### config.mk
export PLATFORM = sky130hd
export DESIGN_NAME = wb_fib_regs
export DESIGN_NICKNAME = d
export VERILOG_FILES = /design/src/rtl/wb_fib_regs.sv
export SDC_FILE = /design/constraint.sdc
export NUM_CORES = 1
export LEC_CHECK = 0
export CORE_MARGIN = 4
export CORE_UTILIZATION = 55
export DETAILED_ROUTE_END_ITERATION = 6
export GPL_TIMING_DRIVEN = 0
export HOLD_SLACK_MARGIN = 0.06
export PLACE_DENSITY = 0.93
export SLEW_MARGIN = 20
export SYNTH_ARGS = -nofsm -noshare
export SYNTH_HDL_FRONTEND = slang
export SYNTH_SLANG_ARGS = --single-unit
### constraint.sdc
create_clock -name wb_clk_i -period 8.8 [get_ports wb_clk_i]
set_input_delay 0.88 -clock wb_clk_i [delete_from_list [all_inputs] [get_ports wb_clk_i]]
set_output_delay 0.88 -clock wb_clk_i [all_outputs]
set_load 0.02 [all_outputs]
### src/rtl/wb_fib_regs.sv
`default_nettype none
// ============================================================================
// Module   : wb_fib_regs
// Purpose  : Wishbone register block for a bank of Fibonacci channels.
//            Holds channel enables, clock selects and thresholds, and raises
//            a latched interrupt when a channel value first reaches its
//            threshold (snapshotting the value at that moment).
// Revision : 1.0 - initial release
// ============================================================================
module wb_fib_regs #(
  parameter logic [31:0] BASE_ADDRESS = 32'h3000_0000,
  parameter int          NUM_CH       = 2,   // 1..4
  parameter int          VAL_WIDTH    = 30,  // 1..32
  parameter int          CLOCK_WIDTH  = 6    // 1..32
) (
  input  logic                            wb_clk_i,
  input  logic                            wb_rst_ni,
  input  logic                            wbs_stb_i,
  input  logic                            wbs_cyc_i,
  input  logic                            wbs_we_i,
  input  logic [3:0]                      wbs_sel_i,
  input  logic [31:0]                     wbs_adr_i,
  input  logic [31:0]                     wbs_dat_i,
  output logic                            wbs_ack_o,
  output logic [31:0]                     wbs_dat_o,
  input  logic [NUM_CH*VAL_WIDTH-1:0]     ch_val_i,
  output logic [NUM_CH-1:0]               ch_en_o,
  output logic [NUM_CH*CLOCK_WIDTH-1:0]   clock_sel_o,
  output logic [2:0]                      irq_o
);

  localparam logic [31:0] c_id        = 32'h4669_626F;
  localparam logic [31:0] c_cfg       = {8'h02, 8'(CLOCK_WIDTH), 8'(VAL_WIDTH), 8'(NUM_CH)};
  localparam logic [31:0] c_win_bytes = 32'(32'h20 + 32'h10 * NUM_CH);

  localparam logic [0:0]  c_st_idle   = 1'b0;
  localparam logic [0:0]  c_st_ack    = 1'b1;

  // --------------------------------------------------------------------------
  // Declarations
  // --------------------------------------------------------------------------
  logic [1:0]                              r_rst_sync;
  logic                                    w_rst_n;

  logic [0:0]                              r_state;
  logic [0:0]                              w_state_nxt;
  logic [31:0]                             r_rdata;

  logic [NUM_CH-1:0]                       r_ctrl;
  logic [NUM_CH-1:0]                       r_mask;
  logic [NUM_CH-1:0]                       r_status;
  logic [NUM_CH-1:0]                       r_ge;
  logic [31:0]                             r_scratch;
  logic [NUM_CH-1:0][CLOCK_WIDTH-1:0]      r_clk;
  logic [NUM_CH-1:0][VAL_WIDTH-1:0]        r_thresh;
  logic [NUM_CH-1:0][VAL_WIDTH-1:0]        r_snap;
  logic [2:0]                              r_irq;

  logic [NUM_CH-1:0][VAL_WIDTH-1:0]        w_val;
  logic [31:0]                             w_off;
  logic                                    w_in_win;
  logic                                    w_in_ch;
  logic [3:0]                              w_chsel;
  logic [2:0]                              w_reg_sel;
  logic                                    w_access;
  logic                                    w_wr;
  logic                                    w_wr_glb;
  logic [31:0]                             w_bmask;
  logic [31:0]                             w_rdata;
  logic [NUM_CH-1:0]                       w_hit;
  logic [NUM_CH-1:0]                       w_evt;
  logic [NUM_CH-1:0]                       w_clr;
  logic [NUM_CH-1:0]                       w_status_nxt;
  logic [NUM_CH-1:0]                       w_mask_nxt;

  // --------------------------------------------------------------------------
  // Reset: asserted asynchronously, released on the second clock edge
  // --------------------------------------------------------------------------
  always_ff @(posedge wb_clk_i or negedge wb_rst_ni) begin
    if (!wb_rst_ni) r_rst_sync <= 2'b00;
    else            r_rst_sync <= {r_rst_sync[0], 1'b1};
  end

  assign w_rst_n = r_rst_sync[1];

  // --------------------------------------------------------------------------
  // Address decode. Addresses below the base wrap to a huge offset and so
  // fall outside the window as well.
  // --------------------------------------------------------------------------
  assign w_val     = ch_val_i;
  assign w_off     = wbs_adr_i - BASE_ADDRESS;
  assign w_in_win  = (w_off < c_win_bytes);
  assign w_in_ch   = (w_off[7:5] != 3'd0);
  assign w_chsel   = w_off[7:4] - 4'd2;
  assign w_reg_sel = w_off[4:2];
  assign w_access  = (r_state == c_st_idle) & wbs_stb_i & wbs_cyc_i & w_in_win;
  assign w_wr      = w_access & wbs_we_i;
  assign w_wr_glb  = w_wr & ~w_in_ch;
  assign w_bmask   = {{8{wbs_sel_i[3]}}, {8{wbs_sel_i[2]}},
                      {8{wbs_sel_i[1]}}, {8{wbs_sel_i[0]}}};

  // Handshake state register
  always_ff @(posedge wb_clk_i or negedge w_rst_n) begin
    if (!w_rst_n) r_state <= c_st_idle;
    else          r_state <= w_state_nxt;
  end

  // Handshake next state: every accepted access is followed by one ACK cycle
  always_comb begin
    w_state_nxt = c_st_idle;
    if (r_state == c_st_idle && w_access) w_state_nxt = c_st_ack;
  end

  // Handshake outputs: read data is only visible while acknowledging
  always_comb begin
    wbs_ack_o = (r_state == c_st_ack);
    wbs_dat_o = (r_state == c_st_ack) ? r_rdata : 32'd0;
  end

  // Read mux; unmapped in-window words return zero
  always_comb begin
    w_rdata = 32'd0;
    if (!w_in_ch) begin
      case (w_reg_sel)
        3'd0:    w_rdata = c_id;
        3'd1:    w_rdata = c_cfg;
        3'd2:    w_rdata = 32'(r_ctrl);
        3'd3:    w_rdata = 32'(r_status);
        3'd4:    w_rdata = 32'(r_mask);
        3'd5:    w_rdata = r_scratch;
        default: w_rdata = 32'd0;
      endcase
    end else begin
      for (int c = 0; c < NUM_CH; c++) begin
        if (w_chsel == 4'(c)) begin
          case (w_off[3:2])
            2'd0:    w_rdata = 32'(r_clk[c]);
            2'd1:    w_rdata = 32'(w_val[c]);
            2'd2:    w_rdata = 32'(r_thresh[c]);
            default: w_rdata = 32'(r_snap[c]);
          endcase
        end
      end
    end
  end

  // Threshold detection and interrupt status next-state (event beats clear)
  always_comb begin
    for (int c = 0; c < NUM_CH; c++) begin
      w_hit[c] = r_ctrl[c] & (w_val[c] >= r_thresh[c]);
    end
    w_evt        = w_hit & ~r_ge;
    w_clr        = (w_wr_glb && w_reg_sel == 3'd3 && wbs_sel_i[0]) ?
                   wbs_dat_i[NUM_CH-1:0] : '0;
    w_status_nxt = (r_status & ~w_clr) | w_evt;
    w_mask_nxt   = (w_wr_glb && w_reg_sel == 3'd4) ?
                   ((r_mask & ~w_bmask[NUM_CH-1:0]) |
                    (wbs_dat_i[NUM_CH-1:0] & w_bmask[NUM_CH-1:0])) : r_mask;
  end

  // Global registers and the captured read data
  always_ff @(posedge wb_clk_i or negedge w_rst_n) begin
    if (!w_rst_n) begin
      r_ctrl    <= '1;
      r_scratch <= 32'd0;
      r_rdata   <= 32'd0;
    end else begin
      if (w_access) r_rdata <= wbs_we_i ? 32'd0 : w_rdata;
      if (w_wr_glb && w_reg_sel == 3'd2)
        r_ctrl <= (r_ctrl & ~w_bmask[NUM_CH-1:0]) |
                  (wbs_dat_i[NUM_CH-1:0] & w_bmask[NUM_CH-1:0]);
      if (w_wr_glb && w_reg_sel == 3'd5)
        r_scratch <= (r_scratch & ~w_bmask) | (wbs_dat_i & w_bmask);
    end
  end

  // Per-channel configuration registers (clock select, threshold)
  always_ff @(posedge wb_clk_i or negedge w_rst_n) begin
    if (!w_rst_n) begin
      for (int c = 0; c < NUM_CH; c++) begin
        r_clk[c]    <= CLOCK_WIDTH'(1);
        r_thresh[c] <= '1;
      end
    end else begin
      for (int c = 0; c < NUM_CH; c++) begin
        if (w_wr && w_in_ch && w_chsel == 4'(c) && w_off[3:2] == 2'd0)
          r_clk[c] <= (r_clk[c] & ~w_bmask[CLOCK_WIDTH-1:0]) |
                      (wbs_dat_i[CLOCK_WIDTH-1:0] & w_bmask[CLOCK_WIDTH-1:0]);
        if (w_wr && w_in_ch && w_chsel == 4'(c) && w_off[3:2] == 2'd2)
          r_thresh[c] <= (r_thresh[c] & ~w_bmask[VAL_WIDTH-1:0]) |
                         (wbs_dat_i[VAL_WIDTH-1:0] & w_bmask[VAL_WIDTH-1:0]);
      end
    end
  end

  // Threshold tracking, snapshots, status/mask and registered interrupts
  always_ff @(posedge wb_clk_i or negedge w_rst_n) begin
    if (!w_rst_n) begin
      r_ge     <= '0;
      r_status <= '0;
      r_mask   <= '0;
      r_irq    <= 3'd0;
      for (int c = 0; c < NUM_CH; c++) r_snap[c] <= '0;
    end else begin
      // A disabled channel has w_hit low, so ge clears and re-enable re-fires
      r_ge     <= w_hit;
      r_status <= w_status_nxt;
      r_mask   <= w_mask_nxt;
      r_irq    <= {1'b0, |w_status_nxt, |(w_status_nxt & w_mask_nxt)};
      for (int c = 0; c < NUM_CH; c++) begin
        if (w_evt[c]) r_snap[c] <= w_val[c];
      end
    end
  end

  assign ch_en_o     = r_ctrl;
  assign clock_sel_o = r_clk;
  assign irq_o       = r_irq;

endmodule
`default_nettype wire

# --- Word-level counts from Yosys, hierarchy flattened ---
# Index checks and enable logic that the tools add are counted.
totals:
  reg_bits: 209
  output_inout_bits: 50
  elab_cells: 95
classes:
  n_mux: 11
  add_sub_neg: 2
  n_lt_le_gt_ge: 3
  n_reduce_logical: 19
  n_eq_ne: 8
  bitwise_logic: 37
op_table:
  columns: ["operator", "n"]
  rows:
  - ["one-hot mux 32 bit (6 select lines)", 1]
  - ["one-hot mux 30 bit (3 select lines)", 2]
  - ["2-to-1 mux 32 bit", 4]
  - ["AND 30 bit", 3]
  - ["AND 32 bit", 2]
  - ["greater-or-equal comparator 30 bit", 2]
  - ["bitwise OR 30 bit", 2]
  - ["less-than comparator 32 x 7 -> 1 bit (second input constant)", 1]
  - ["inverter 32 bit", 1]
  - ["bitwise OR 32 bit", 1]
  - ["subtractor 32 x 30 -> 32 bit (second input constant)", 1]
  - ["2-to-1 mux 30 bit", 1]
  - ["inverter 30 bit", 1]
  - ["AND 6 bit", 3]
  - ["logical AND 1 bit", 13]
  - ["AND 2 bit", 6]
  - ["bitwise OR 6 bit", 2]
  - ["AND 1 bit", 7]
  - ["equality test 3 x 2 -> 1 bit (second input constant)", 2]
  - ["equality test 3 bit (second input constant)", 2]
  - ["inverter 2 bit", 3]
  - ["inverter 6 bit", 1]
  - ["bitwise OR 2 bit", 3]
  - ["equality test 4 x 1 -> 1 bit (second input constant)", 1]
  - ["other kinds (12)", 15]

# --- Depth between registers and ports, before layout ---
# Gate-level depths: netlist of the first run.
depth:
  ltp_word: 14
  ltp_mapped: 10
  ltp_nobuf: 9

# --- Least setup slack after synthesis of the first run ---
# Ideal clock, no wire load.
synth_path:
  path_kind: "in2reg"
  startpoint: "input port ch_val_i[51]"
  endpoint: "register r_snap[49] (netlist bit)"
  n_path_buf: 1
  path_stages: 9
  required_ns: 8.675
  setup_slack_ns: 5.909
  arrival_time_ns: 2.766
  setup_ns: 0.125
  path_cell_list: "ha_1 > nand4_1 > nor4_1 > a41oi_1 > a21oi_1 > a211oi_1 > nor2_1 > buf_4 > mux2_2"
synth_via:
  elab_chain_len: 3
synth_lines:
  columns: ["item", "line", "source"]
  rows:
  - ["from (decl)", "26", "input logic [NUM_CH*VAL_WIDTH-1:0] ch_val_i,"]
  - ["greater-or-equal comparator 30 bit", "150", "w_hit[c] = r_ctrl[c] & (w_val[c] >= r_thresh[c]);"]
  - ["AND 1 bit", "150", null]
  - ["AND 2 bit", "152", "w_evt = w_hit & ~r_ge;"]
  - ["to (signal, indexed assignment)", "211", "if (w_evt[c]) r_snap[c] <= w_val[c];"]
  - ["to (decl)", "56", "logic [NUM_CH-1:0][VAL_WIDTH-1:0] r_snap;"]
# No other way between the ends.
# A chain may end at the register's enable or synchronous reset.

# --- Final worst setup path of the first run ---
layout_path:
  startpoint: "input port ch_val_i[21]"
  endpoint: "register r_snap[11] (netlist bit)"
# Same word-level chain as after synthesis.

==> summary.md, run 1 <==
| Metric | Value |
|---|---|
| Final core utilization | roughly 70% |
| Net Sw Power | approximately 0.00052 W |
| Syn_nets | between 1000 and 1500 |
| Final period utilization | 43.34% |
| CP max FO | 10 |
| Final WL | 37450 µm |
| Net Sw Frac | around a quarter |
| Num CTS Buffers | 22 |
| Worst Skew | between 0.01 and 0.015 ns |
| Layout cells sized above 1 | around a quarter |
| Post-layout min period | 3.814 ns |
| Die width | roughly 150 µm |
| Detail Route Antenna Nets | 0 |
| Max_cap viols | 0 |
| Diodes inserted | 0 |
| Post-CTS Setup Inserts | 0 |
| Clock Tree Buf Depth | 3 |
| 1st-pass router iterations | 6 |
| Die Area | approximately 0.023 mm² |
| CTS Root Cell | clkbuf_16 |
| Gates resized, CTS repair | 0 |
| Clock transition at path regs | about 0.070 ns |
| Vias in the first global route | between 10000 and 15000 |
| Most common cell after layout, fill and taps aside | clkdlybuf4s50_1 |
| Int Pwr | 0.001643 W |
| Core Rows | 52 |
| Total Power | approximately 0.0022 W |
| Synthesis-to-layout area growth | 25.23% |
| Number of port buffers | ~180 |
| Worst hold path type | flip-flop to flip-flop |
| Dpl hpwl | about 28000 µm |
| Register area share after synthesis | a little under half |
| CTS tree | yes |
| Relative slew slack | between 40% and 50% |
| Outcome | finished clean |
| Reg power frac | about 45% |
| Clock sinks | 209 |
| Cts hold-fix bufs | 0 |
| Crit start category | primary input |
| Max VDD drop | about 180 µV |
| Cell area after synthesis | about 0.012 mm² |
| Core Region | roughly 0.020 mm² |
| Post-Syn Instances | around 1100 |
| Power share of the combinational group | about a tenth |
| CP endpoint kind | flip-flop |
| Synth area leaders | dfrtp_1 (31%), mux2_2 (15%), dfstp_2 (15%) |
| Initial Util | between 50% and 60% |
| P per Cell Area | 149.2 mW/mm² |
| RSZ-0062 raised after global routing | no |
| #FFs+latches synth | around 210 |
| Final setup slack of the worst path | about 5.0 ns |
| DR vias/cell | between 6 and 7 |
| Most frequent cells in the layout | clkdlybuf4s50_1 (176), mux2_2 (157), dfrtp_1 (144) |
| Synth top area share | between 30% and 40% |
| Worst EP arrival | around 4.2 ns |
| Leak | about 6.1 nW |
| Final nets | ~1500 |
| Fmax achieved | roughly 0.26 GHz |
| I/O Pins | ~180 |
| H-tree level count | 1 |
| Yosys top cell by area | dfrtp_1 |
| DP Worst Slack | ~4.6 ns |
| Type of the worst setup path | primary input to flip-flop |
| Chip height | ~150 µm |
| Total GRT Usage | roughly 31% |
| EDFF count, synth | 0 |
| DRC viols | 0 |
| Detailed Route Iter0 Violations | approximately 1300 |
| Yosys warning total | 0 |
| Fin. Hold Viols | 0 |
| Count of cell types in the netlist | between 50 and 60 |
| Final setup vio count | 0 |
| Synth async-reset ratio | 100.0% |
| First-pass GRT wire length | 57600 µm |
| Clk Latency, worst-skew pair | around 0.5 ns |
| Largest net degree at the start of global routing | 60 |
| Antenna violations before repair | 1 |
| Routed vias | 9951 |
| Hold Worst Slack | between 0.3 and 0.4 ns |
| Max Transition Viols Final | 0 |
| Top FF cell, synth | dfrtp_1 |
| Routability cong. | 0.9786 |
| Slew @ Worst Pin | between 0.8 and 0.9 ns |
| Syn_area_per_cell | between 10 and 15 µm² |
| Final TNS setup | 0 ns |
| Grt total ovfl | 0 |
| CP required | between 9 and 10 ns |
| Clock power frac | ~45% |
| Routed wire per std cell | about 24 µm |
-- final timing paths --
| kind | depth (start not counted) | end | from | slack (ns) |
|---|---|---|---|---|
| worst max-delay path | 10 | r_snap[11] | ch_val_i[21] | 4.99 |
| worst min-delay path | 0 | r_rst_sync[1] | r_rst_sync[0] | 0.35 |
| worst max register to register | 10 | r_snap[11] | flip-flop | 5.34 |
| worst min register to register | 0 | r_rst_sync[1] | r_rst_sync[0] | 0.35 |
| max in group asynchronous | 2 | async pin | r_rst_sync[1] | 7.31 |
| min in group asynchronous | 0 | async pin | r_rst_sync[1] | 0.38 |
-- power by group through the flow --
| stage | sequential, W | clock, W | combinational, W |
|---|---|---|---|
| 6_report | 0.000968 | 0.000980 | 0.000219 |
| 5_1_grt | 0.000968 | 0.00102 | 0.000229 |
| 4_1_cts | 0.000968 | 0.000983 | 0.000212 |
| 3_5_place_dp | 0.000984 | 0 | 0.000210 |
| 3_3_place_gp | 0.000997 | 0 | 0.000189 |
| 2_1_floorplan | 0.000993 | 0 | 0.0000766 |
-- critical path, cell delays in order --
cell and delay [ns]:
clkdlybuf4s50_1 0.50, ha_1 0.37, nand4_1 0.20, nor4_1 0.69, a41oi_1 0.29, a21oi_1 0.23, a211oi_2 0.08, nor3_2 0.22
buf_2 0.36, mux2_2 0.38
-- cell usage after synthesis, types with 3 or more instances --
library cell / count
mux2_2: 157
dfrtp_1: 145
nand2_1: 97
o21ai_0: 81
inv_1: 68
dfstp_2: 64
a21oi_1: 62
ha_1: 62
clkbuf_1: 47
and2_1: 33
a22oi_1: 26
nor2_1: 26
a221oi_1: 23
nand4_1: 19
nor3_1: 16
o221ai_1: 14
mux4_2: 12
a22o_1: 11
nand2_2: 8
buf_2: 7
mux2_4: 6
nand3_1: 6
mux2i_1: 5
nor2b_1: 5
nor4_1: 5
o22ai_1: 5
and3_1: 4
buf_6: 4
mux2_1: 4
nand2b_1: 4
o21a_1: 4
a211oi_1: 3
-- final cells by class --
class                      count  area, µm²
fill                        1475       5976
multi-input combinational    728       5741
sequential                   209       5314
timing repair buffer         179       1837
clock buffer                  34      636.9
tap                          270      337.8
buffer                        61      275.3
inverter                      70      267.8
clock inverter                 6      110.1
-- metrics by stage --
stage,std cells,instance area (µm²)
after floorplan,1068,11590
final,1557,14520
after CTS,1557,14520
after global placement,1514,13690
after global routing,1557,14520
after detailed placement,1517,13770
-- metal layers --
| metal | vias up | global-route usage [%] | wire length, µm |
|---|---|---|---|
| li1 | 4292 | - | - |
| met5 | - | 0 | 11 |
| met1 | 4856 | 40.14 | 14100 |
| met4 | 2 | 11.84 | 1669 |
| met3 | 144 | 9.217 | 4559 |
| met2 | 657 | 49.77 | 17100 |
-- kinds of logic after synthesis --
family	after synthesis	share of synthesized area, %
AO/OA/AOI/OAI	242	13.20
multiplexers	184	19.18
other	2	0.06478
AND/OR/NAND/NOR	237	10.31
flip-flops	209	45.80
buffers and inverters	131	4.684
adder cells (fa/ha/maj)	62	6.691
XOR/XNOR	1	0.07556
No activity file was read; power rests on OpenSTA's default activity.
==> run 2, diff against run 1 <==
--- a/config.mk
+++ b/config.mk
@@ -6,11 +6,11 @@
 export NUM_CORES = 1
 export LEC_CHECK = 0
 export CORE_MARGIN = 4
-export CORE_UTILIZATION = 55
+export CORE_UTILIZATION = 49
 export DETAILED_ROUTE_END_ITERATION = 6
 export GPL_TIMING_DRIVEN = 0
 export HOLD_SLACK_MARGIN = 0.06
-export PLACE_DENSITY = 0.93
+export PLACE_DENSITY = 0.89
 export SLEW_MARGIN = 20
 export SYNTH_ARGS = -nofsm -noshare
 export SYNTH_HDL_FRONTEND = slang
==> constraint.sdc (replaced) <==
create_clock -name wb_clk_i -period 3.3 [get_ports wb_clk_i]
set_input_delay 0.33 -clock wb_clk_i [delete_from_list [all_inputs] [get_ports wb_clk_i]]
set_output_delay 0.33 -clock wb_clk_i [all_outputs]
set_load 0.02 [all_outputs]
==> summary.md, run 2 (synthesized netlist as in run 1, its figures left out) <==
| Metric | Value |
|---|---|
| Clock transition at path regs | 0.06 ns (about the same) |
| First-pass GRT wire length | 58000 µm (+0.69%) |
| Non-filler cells, final | 1607 (+3.2%) |
| Worst EP arrival | 3.66 ns (-0.55 ns) |
| Vias in the first global route | 10295 (+0.80%) |
| P per Cell Area | 408.3 mW/mm² (+170%) |
| H-tree level count | 1 (unchanged) |
| Reg power frac | 43.0% (-1.7 points) |
| Slew @ Worst Pin | 0.8829 ns (+0.01572 ns) |
| Routability cong. | 0.9587 (-2.0%) |
| Routed vias | 10088 (+1.4%) |
| Die width | 161.8 µm (+5.6%) |
| Fmax achieved | between 0.3 and 0.4 GHz |
| Synthesis-to-layout area growth | 26.71% |
| Clk Latency, worst-skew pair | 0.52 ns (about the same) |
| Reg-to-reg slack, setup | 0.15 ns (-5.19 ns) |
| Critical-path cell list | clkdlybuf4s50_1, buf_2, clkbuf_1, clkbuf_1, o21ai_0, a221oi_1, nor3_1, a21oi_1, o21ai_0 |
| Max_cap viols | 0 (unchanged) |
| CP required | 3.68 ns (-5.52 ns) |
| Layout cells sized above 1 | 24.30% (+0.68 points) |
| Finished layout cell area | 0.01469 mm² (+1.2%) |
| Int Pwr | 0.004574 W (+180%) |
| CP max FO | 10 (unchanged) |
| CP endpoint kind | flip-flop |
| Clock sinks | 209 (unchanged) |
| DRC viols | 0 (unchanged) |
| Crit start category | primary input |
| CTS tree | yes |
| Core Region | 0.02340 mm² (+14%) |
| Detailed Route Iter0 Violations | 1213 (-5.7%) |
| Hold path depth | 2 (+2) |
| Dpl hpwl | 28080 µm (about the same) |
| Grt total ovfl | 0 (unchanged) |
| 1st-pass router iterations | 6 (unchanged) |
| Crit path largest cell delay | 0.64 ns (-0.05 ns) |
| Area post-placement | 0.01384 mm² (+0.50%) |
| Outcome | finished clean |
| Relative slew slack | 41.14% (-1.0 points) |
| Die Area | 0.02619 mm² (+12%) |
| Worst Skew | 0.01522 ns (+0.004991 ns) |
| RSZ-0062 raised after global routing | no |
| Type of the worst setup path | primary input to flip-flop |
| Final WL | 37800 µm (+0.93%) |
| Most frequent cells in the layout | clkdlybuf4s50_1 (176), mux2_2 (157), dfrtp_1 (144) |
| Number of port buffers | 176 (unchanged) |
| Total GRT Usage | 28.25% (-2.9 points) |
| Core Rows | 56 (+7.7%) |
| Power share of the combinational group | 9.9% (-0.2 points) |
| Final period utilization | slightly below 100% |
| Largest net degree at the start of global routing | 58 (-3.3%) |
| Worst path bufs/invs | 4 (+2) |
| CTS Root Cell | clkbuf_16 |
| Clock power frac | 47.1% (+1.8 points) |
| I/O Pins | 183 (unchanged) |
| Min-delay src | wbs_we_i |
| Slowest CP cell | clkbuf_1 |
| Reg2reg end | r_snap[10] |
| Routed wire per std cell | 23.52 µm (-2.2%) |
| Worst hold path type | primary input to flip-flop |
| Num CTS Buffers | 22 (unchanged) |
| Max VDD drop | 235.0 µV (+30%) |
| Worst Hold Endpoint | r_rdata[1] |
| Net Sw Power | 0.001424 W (+170%) |
| Post-layout min period | 3.281 ns |
| Initial Util | 49.54% (-7.0 points) |
| Final setup vio count | 0 (unchanged) |
| Diodes inserted | 0 (unchanged) |
| DR vias/cell | 6.278 (-1.8%) |
| Antenna violations before repair | 0 (-1) |
| Leak | 6.191 nW (+0.93%) |
| Max Transition Viols Final | 0 (unchanged) |
| Most common cell after layout, fill and taps aside | clkdlybuf4s50_1 |
| Net Sw Frac | 23.74% (-0.44 points) |
| Detail Route Antenna Nets | 0 (unchanged) |
| Post-Place Cells | 1566 (+3.2%) |
| Fin. Hold Viols | 0 (unchanged) |
| Family with the most delay on the worst path | buffers and inverters |
| Clock Tree Buf Depth | 3 (unchanged) |
| Worst r2r path cells | 9 (-1) |
| Chip height | 161.8 µm (+5.6%) |
| Final nets | 1467 (+0.068%) |
| Post-CTS Setup Inserts | 0 (unchanged) |
| Total Power | 0.005998 W (+180%) |
## run 2: cell count changes in the layout (fill, tap and decap cells not counted), moves of 2 or more
| cell | change |
|---|---|
| nor4_2 | +2 |
| clkbuf_1 | -5 |
| clkbuf_8 | +2 |
| clkinvlp_4 | -2 |
| bufinv_16 | +2 |
| clkinv_2 | +2 |
| nor4_1 | -2 |
## run 2: layer usage
| layer | vias up | global-route usage (%) | wire length (µm) |
|---|---|---|---|
| li1 | 4282 | - | - |
| met1 | 4865 | 35.66 | 13940 |
| met2 | 776 | 45.36 | 17180 |
| met3 | 165 | 7.663 | 4645 |
| met4 | 0 | 13.46 | 2041 |
| met5 | - | 0 | 0 |
## run 2: worst max path at each step
stage,startpoint,end,depth (start not counted)
global route,wbs_adr_i[2],r_rdata[28],9
global placement,ch_val_i[51],r_snap[49],10
detailed placement,ch_val_i[51],r_snap[50],10
CTS,flip-flop,r_snap[50],10
finish,wbs_adr_i[2],r_rdata[28],9
floorplan,flip-flop,r_snap[49],10
## run 2: area by class of cell
| cell class | count | area, µm² |
|---|---|---|
| repair buffers | 180 | 1854 |
| clock inverters | 9 | 173.9 |
| clock buffers | 31 | 645.6 |
| flip-flops and latches | 209 | 5314 |
| multi-input cells | 728 | 5761 |
| inverters | 70 | 267.8 |
| plain buffers | 61 | 275.3 |
| well taps | 319 | 399.1 |
| fillers | 1737 | 8712 |
## run 2: repair_timing
item / CTS / global route
hold endpoints to repair: 2 / 0
setup endpoints to repair: 0 / 60
resized for setup: 0 / 4
hold buffers: 1 / 0
## run 2: power groups by stage
stage                     clock network (W)  logic (W)  registers, W
after global routing                0.00293   0.000625       0.00258
after floorplan                           0   0.000204       0.00265
final                               0.00282   0.000594       0.00258
after detailed placement                  0   0.000563       0.00262
after CTS                           0.00282   0.000572       0.00258
after global placement                    0   0.000503       0.00266
## run 2: metrics by stage
step,utilization [%],TNS (ns),hold slack (ns),worst slack [ns]
floorplan,-,0,0.03441,0.7443
global placement,58.79,-6.840,0.3368,-0.2309
detailed placement,59.14,-10.08,0.3410,-0.2474
CTS,62.69,0,0.1767,0.009371
global route,62.77,0,0.1984,0.008935
finish,62.77,0,0.1703,0.01901
## run 2: worst register-to-register path, cell delays in order (launching register included)
cell	delay, ns
dfstp_2	0.56
inv_1	0.05
ha_1	0.32
nand4_1	0.21
o221ai_1	0.54
a221o_1	0.31
a211oi_2	0.12
nor3_2	0.19
buf_2	0.33
mux2_2	0.39
